$ cat config.mk
export PLATFORM = sky130hd
export DESIGN_NAME = rf_scoreboard_file_flat
export DESIGN_NICKNAME = d
export VERILOG_FILES = /design/src/rtl/mips_pkg.sv /design/src/rtl/rf_scoreboard_file_if.sv /design/src/rtl/rf_pending_tracker.sv /design/src/rtl/rf_scoreboard_file.sv /design/src/flat_wrapper.sv
export SDC_FILE = /design/constraint.sdc
export NUM_CORES = 2
export LEC_CHECK = 0
export ABC_AREA = 0
export CAP_MARGIN = 20
export CORE_MARGIN = 3
export CORE_UTILIZATION = 40
export DETAILED_ROUTE_END_ITERATION = 7
export SETUP_SLACK_MARGIN = 0.5
export SLEW_MARGIN = 20
export SYNTH_ARGS = -nofsm -noshare
export SYNTH_HDL_FRONTEND = slang
export SYNTH_SLANG_ARGS = --single-unit
$ cat constraint.sdc
create_clock -name CLK -period 5.6 [get_ports CLK]
set_clock_uncertainty 0.15 [all_clocks]
set_input_delay 0.84 -clock CLK [delete_from_list [all_inputs] [get_ports CLK]]
set_output_delay 0.84 -clock CLK [all_outputs]
set_load 0.02 [all_outputs]
$ cat src/rtl/mips_pkg.sv
// Shared MIPS pipeline definitions: register file size defaults, the
// hardwired-zero register address and the popcount width helper.
package mips_pkg;

  localparam int AWL_DEF  = 5;
  localparam int DWL_DEF  = 32;
  localparam int REG_ZERO = 0;

  // Bits needed to count every entry of a 2**awl deep vector (0..2**awl).
  function automatic int pcnt_width(input int awl);
    return $clog2((1 << awl) + 1);
  endfunction

endpackage

$ cat src/rtl/rf_scoreboard_file_if.sv
// Decode-stage register file bus: writeback port, N read ports, issue
// port and the scoreboard outputs feeding the hazard/stall unit.
interface rf_scoreboard_file_if #(
  parameter int AWL = 5,
  parameter int DWL = 32,
  parameter int NRP = 2
);

  logic               RFWE;
  logic [AWL-1:0]     RFWA;
  logic [DWL-1:0]     RFWD;
  logic [NRP*AWL-1:0] RFRA;
  logic [NRP*DWL-1:0] RFRD;
  logic               ISSUE;
  logic [AWL-1:0]     ISSUEA;
  logic [NRP-1:0]     RFBUSY;
  logic [AWL:0]       RFPEND;

  modport master (
    output RFWE, RFWA, RFWD, RFRA, ISSUE, ISSUEA,
    input  RFRD, RFBUSY, RFPEND
  );

  modport slave (
    input  RFWE, RFWA, RFWD, RFRA, ISSUE, ISSUEA,
    output RFRD, RFBUSY, RFPEND
  );

endinterface

$ cat src/rtl/rf_pending_tracker.sv
// Pending-write scoreboard: one bit per register, cleared at writeback
// and set at issue (set wins on a same-address collision), plus a
// registered count of outstanding registers.
module rf_pending_tracker
  import mips_pkg::*;
#(
  parameter int AWL = AWL_DEF
) (
  input  logic                       CLK,
  input  logic                       RSTN,
  input  logic                       clr_en,
  input  logic [AWL-1:0]             clr_addr,
  input  logic                       set_en,
  input  logic [AWL-1:0]             set_addr,
  output logic [(1<<AWL)-1:0]        pending,
  output logic [pcnt_width(AWL)-1:0] pend_cnt
);

  localparam int DEPTH = 1 << AWL;
  localparam int CW    = pcnt_width(AWL);

  logic [DEPTH-1:0] pend_nxt;
  logic [CW-1:0]    cnt_nxt;

  // Next pending vector: clear first, then set, so the younger issue wins.
  always_comb begin
    pend_nxt = pending;
    if (clr_en && (clr_addr != AWL'(REG_ZERO))) pend_nxt[clr_addr] = 1'b0;
    if (set_en && (set_addr != AWL'(REG_ZERO))) pend_nxt[set_addr] = 1'b1;
    pend_nxt[0] = 1'b0;
  end

  // Population count of the next vector so the count register tracks pending exactly.
  always_comb begin
    cnt_nxt = '0;
    for (int i = 0; i < DEPTH; i++) begin
      cnt_nxt = cnt_nxt + CW'(pend_nxt[i]);
    end
  end

  // Pending vector and count update together on the clock edge.
  always_ff @(posedge CLK or negedge RSTN) begin
    if (!RSTN) begin
      pending  <= '0;
      pend_cnt <= '0;
    end else begin
      pending  <= pend_nxt;
      pend_cnt <= cnt_nxt;
    end
  end

endmodule

$ cat src/rtl/rf_scoreboard_file.sv
// Decode-stage register file: 2**AWL x DWL storage, NRP combinational
// read ports, one synchronous write port, hardwired-zero r0 and an
// integrated pending-write scoreboard.
// Build option: RF_BYPASS_EN makes reads write-first (writeback data and
// a cleared busy flag are visible in the writeback cycle itself).
module rf_scoreboard_file
  import mips_pkg::*;
#(
  parameter int AWL = AWL_DEF,
  parameter int DWL = DWL_DEF,
  parameter int NRP = 2
) (
  input logic                 CLK,
  input logic                 RSTN,
  rf_scoreboard_file_if.slave bus
);

  localparam int DEPTH = 1 << AWL;

  logic [DWL-1:0]             mem [DEPTH];
  logic [DEPTH-1:0]           pending;
  logic [pcnt_width(AWL)-1:0] pend_cnt;
  logic [NRP*DWL-1:0]         rd_flat;
  logic [NRP-1:0]             busy;
  logic [AWL-1:0]             ra;
  logic                       wr_ok;

  assign wr_ok = bus.RFWE && (bus.RFWA != AWL'(REG_ZERO));

  // Storage array; whole array clears on reset so every read returns 0.
  always_ff @(posedge CLK or negedge RSTN) begin
    if (!RSTN) begin
      for (int i = 0; i < DEPTH; i++) mem[i] <= '0;
    end else if (wr_ok) begin
      mem[bus.RFWA] <= bus.RFWD;
    end
  end

  rf_pending_tracker #(.AWL(AWL)) u_tracker (
    .CLK      (CLK),
    .RSTN     (RSTN),
    .clr_en   (bus.RFWE),
    .clr_addr (bus.RFWA),
    .set_en   (bus.ISSUE),
    .set_addr (bus.ISSUEA),
    .pending  (pending),
    .pend_cnt (pend_cnt)
  );

  // Read muxes and per-port busy flags, with optional writeback bypass.
  always_comb begin
    rd_flat = '0;
    busy    = '0;
    ra      = '0;
    for (int i = 0; i < NRP; i++) begin
      ra = bus.RFRA[i*AWL +: AWL];
      if (ra != AWL'(REG_ZERO)) begin
        rd_flat[i*DWL +: DWL] = mem[ra];
        busy[i]               = pending[ra];
`ifdef RF_BYPASS_EN
        if (bus.RFWE && (bus.RFWA == ra)) begin
          rd_flat[i*DWL +: DWL] = bus.RFWD;
          busy[i]               = 1'b0;
        end
`endif
      end
    end
  end

  assign bus.RFRD   = rd_flat;
  assign bus.RFBUSY = busy;
  assign bus.RFPEND = pend_cnt;

endmodule
$ cat src/flat_wrapper.sv
// flat-port wrapper written by rule: the top's interface ports become plain ports
module rf_scoreboard_file_flat import mips_pkg::*;
#(
  parameter int AWL = AWL_DEF,
  parameter int DWL = DWL_DEF,
  parameter int NRP = 2
)
  (CLK, RSTN, bus_RFWE, bus_RFWA, bus_RFWD, bus_RFRA, bus_ISSUE, bus_ISSUEA, bus_RFRD, bus_RFBUSY, bus_RFPEND);
  rf_scoreboard_file_if #(.AWL(AWL), .DWL(DWL), .NRP(NRP)) bus_i ();
  input logic CLK;
  input logic RSTN;
  input wire logic [$bits(bus_i.RFWE)-1:0] bus_RFWE;
  input wire logic [$bits(bus_i.RFWA)-1:0] bus_RFWA;
  input wire logic [$bits(bus_i.RFWD)-1:0] bus_RFWD;
  input wire logic [$bits(bus_i.RFRA)-1:0] bus_RFRA;
  input wire logic [$bits(bus_i.ISSUE)-1:0] bus_ISSUE;
  input wire logic [$bits(bus_i.ISSUEA)-1:0] bus_ISSUEA;
  output wire logic [$bits(bus_i.RFRD)-1:0] bus_RFRD;
  output wire logic [$bits(bus_i.RFBUSY)-1:0] bus_RFBUSY;
  output wire logic [$bits(bus_i.RFPEND)-1:0] bus_RFPEND;
  assign bus_i.RFWE = bus_RFWE;
  assign bus_i.RFWA = bus_RFWA;
  assign bus_i.RFWD = bus_RFWD;
  assign bus_i.RFRA = bus_RFRA;
  assign bus_i.ISSUE = bus_ISSUE;
  assign bus_i.ISSUEA = bus_ISSUEA;
  assign bus_RFRD = bus_i.RFRD;
  assign bus_RFBUSY = bus_i.RFBUSY;
  assign bus_RFPEND = bus_i.RFPEND;
  rf_scoreboard_file #(.AWL(AWL), .DWL(DWL), .NRP(NRP)) u_core (.CLK(CLK), .RSTN(RSTN), .bus(bus_i));
endmodule
==> results.md <==
- Outcome: complete, no violations
- Die area: ~150000 µm²
- Setup_tns: 0 ps
- Core box area: roughly 140000 µm²
- CP endpoint kind: flip-flop
- DP Wirelength: approximately 110000 µm
- Fill count: about 13000
- CTS Buffer Depth: 3
- Site Rows: ~140
- Hold Path End: u_core.mem[1014]$_DFFE_PN0P_
- Pwr dens: roughly 400 nW/µm²
- Die Y: 385.6 µm
- Worst path most repeated cell: fa_1
- P_leak: between 20 and 30 nW
- CTS tree: built
- First-pass GRT wire length: ~270000 µm
- Slew Limit Fails: 0
- Iter 0 DRT Violations: 3229
- Synthesized area: just under 60000 µm²
- Library cells used by synthesis: 52
- Worst R2R Start: u_core.u_tracker.pending[18]$_DFF_PN0_
- Post-Synth XOR/XNOR Area: 0.0003040
- Hold slack: approximately 240 ps
- DR vias/cell: ~6.3
- Post-Place Cells: ~5700
- Dominant cell type by area after synthesis: dfrtp_1
- Fin util: 0.4607
- CTS HTree Levels: 3
- Adder-cell share of the synthesized area: 0.009510
- Routability cong.: around 0.86
- DRT Pass-1 Iters: 7
- Multiplexer share of the synthesized area: 0.4098
- Finished Cell Area: between 60000 and 70000 µm²
- Reg2Reg Depth: 16
- Root Buffer: clkbuf_16
- WP buf/inv: 8
- Nets: about 4000
- Initial antenna violation count: 4
- Synthesized flop and latch total: between 1000 and 1500
- Worst skew pair latency: between 600 and 700 ps
- Share of Yosys cell area claimed by the top area cell type: 0.4607
- Simple-gate area share of the yosys netlist: 0.02078
- Worst Path Required: about 6000 ps
- Die W: between 300 and 400 µm
- Pre-CTS setup slack: -994.1 ps
- Clock slew at reported path FFs: about 60 ps
- Crit-path max FO: 4
- VDD IR max: ~750 µV
- Worst rel slew slack: 0.2333
- Min-Delay Path Class: flip-flop to flip-flop
- Setup Viol. Count Final: 0
- Actual slew at the worst max-slew pin: between 1000 and 1500 ps
- Largest net degree at the start of global routing: around 150
- Hold Path Depth: 0
- Worst path depth: 20
- Synth-to-layout area growth: 13.75%
- Via count: about 37000
- DRC errors left: 0
- Commonest non-fill, non-tap cell in the layout: dfrtp_1
- Antenna Nets Post-Route: 0
- I/O Buffers: 127
- Synth top area cells: dfrtp_1 46%, mux2_2 20%, mux4_2 18%
- Final worst setup slack: around 210 ps
- Syn Area/Cell: 14.88 µm²
- Vias in the first global route: 38080
- Largest family of logic cells by synthesized area: multiplexers
- Family with the most delay on the worst path: adder cells
- Placed inst area: 61250 µm²
- Sink Count: 1061
- Post-Synthesis Cells: approximately 3900
- Max stage delay cell, worst path: fa_1
- Critical Path AT: between 5000 and 6000 ps
- Inserted Clock Buffers: between 100 and 150
- CP cell instances: buf_6, buf_12, nor3b_4, nand2_2, a22o_1, fa_1, inv_2, fa_1, fa_1, inv_2, fa_1, inv_1, fa_1, fa_1, fa_2, inv_2, fa_2, buf_4, buf_6, xor2_1
- Max_cap viols: 0
- Synth Area in Compound Gates: 0.05424
- Crit-path max cell delay: ~570 ps
- GR Overflow Total: 0
- Yosys synthesis warning count: 0
- Sequential share of the synthesized area: 0.4607
- Layout cells sized above 1: 0.5173
- Share of the clock period used by the worst path: 0.9633
- Unrepaired setup endpoints after global routing: yes
- Cell Count, Final, Fillers Out: between 5000 and 6000
- Max Fclk: about 190 MHz
- Commonest cells after routing, fill and taps aside: 1061 x dfrtp_1, 1024 x mux2_2, 460 x mux4_2
- Total power: 25.96 mW
- Total track usage: 0.2501
- Hold Startpoint: u_core.mem[1014]$_DFFE_PN0P_
- Min cycle time layout: approximately 5400 ps
- Syn_nets: slightly below 4000
- CP startpoint kind: primary input
- R2R Setup Slk: 440 ps
- Worst setup path class: primary input to flip-flop
- I/O pins: ~130
- Initial Util: 0.4050
- Per-cell routed wire length: around 31 µm
- Final Hold Viols: 0
- Reg2reg end: u_core.u_tracker.pend_cnt[2]$_DFF_PN0_
- Detailed Route WL: between 150000 and 200000 µm
## cells by family after synthesis
kind of cell	after synthesis
multiplexers	1652
flip-flops	1061
buffers and inverters	485
AO/OA/AOI/OAI	429
AND/OR/NAND/NOR	213
adder cells (fa/ha/maj)	30
XOR/XNOR	2
## timing repair
| item | CTS | global route |
|---|---|---|
| setup buffers | 17 | 2 |
| hold endpoints to repair | 43 | 0 |
| pin swaps | 31 | 6 |
| endpoints found under the setup margin | 6 | 5 |
| hold buffers | 1 | 0 |
| gates resized for setup | 82 | 14 |
## power breakdown
| group | leakage, nW | switching [mW] | internal [mW] |
|---|---|---|---|
| Combinational | 12.5 | 3.29 | 4.30 |
| Sequential | 13.6 | 1.07 | 9.21 |
| Clock | 2.00 | 3.28 | 4.80 |
## per-layer routing
layer,track usage,wire [µm]
met2,0.4041,89040
met4,0.08699,6735
met1,0.3445,78480
met3,0.03868,11360
met5,0,30
## area by class of cell
cell class	instances	area (µm²)	share of cell area
inverter	43	166.4	0.002539
multi-input combinational	2326	28890	0.4407
sequential	1061	26550	0.4050
antenna	1	2.502	0.00003818
tap	1890	2365	0.03608
timing repair buffer	368	3546	0.05410
clock inverter	53	644.4	0.009830
clock buffer	164	3386	0.05165
## worst register-to-register path, cell delays in order (launching register included)
cell     delay [ps]
dfrtp_1         400
a22o_1          240
fa_1            570
inv_2            60
fa_1            460
fa_1            560
inv_2            40
fa_1            530
inv_1            50
fa_1            450
fa_1            510
fa_2            230
inv_2            50
fa_2            360
buf_4           150
buf_6           100
xor2_1          130
## state kept, by name (all words and copies together), names as in the netlist
name	cells
u_core.u_tracker.pending	31
u_core.mem	1024
u_core.u_tracker.pend_cnt	6
## worst max-delay path by stage
stage	start	end	slack, ps
2_1_floorplan	bus_RFWA[0]	u_core.u_tracker.pend_cnt[4]$_DFF_PN0_	-340
3_3_place_gp	bus_RFWA[1]	u_core.u_tracker.pend_cnt[4]$_DFF_PN0_	-950
3_5_place_dp	bus_RFWA[1]	u_core.u_tracker.pend_cnt[4]$_DFF_PN0_	-990
4_1_cts	bus_RFWA[3]	u_core.u_tracker.pend_cnt[4]$_DFF_PN0_	270
5_1_grt	bus_RFWA[3]	u_core.u_tracker.pend_cnt[4]$_DFF_PN0_	10
6_report	bus_RFWA[3]	u_core.u_tracker.pend_cnt[2]$_DFF_PN0_	210
## cell usage after synthesis (all sizes together)
library cell  instances
xnor2                 1
nand2b                5
mux4                460
nand3                 2
a22oi                83
a21oi                 3
ha                    7
buf                 257
inv                  43
a311oi               66
o2111ai              16
o21a                  1
or4                   2
clkbuf              185
or2                   5
a22o                 19
a211oi               64
a21boi                1
or3b                  1
and3                  4
and3b                 3
nand3b                3
a221oi               50
nand2                74
mux2               1060
and2                  4
xor2                  1
o21ai               122
nor3                  3
a221o                 2
nor2                 30
a32o                  2
fa                   23
mux2i               132
nor3b                 6
nor2b                71
dfrtp              1061
No activity file was read; power rests on OpenSTA's default activity.
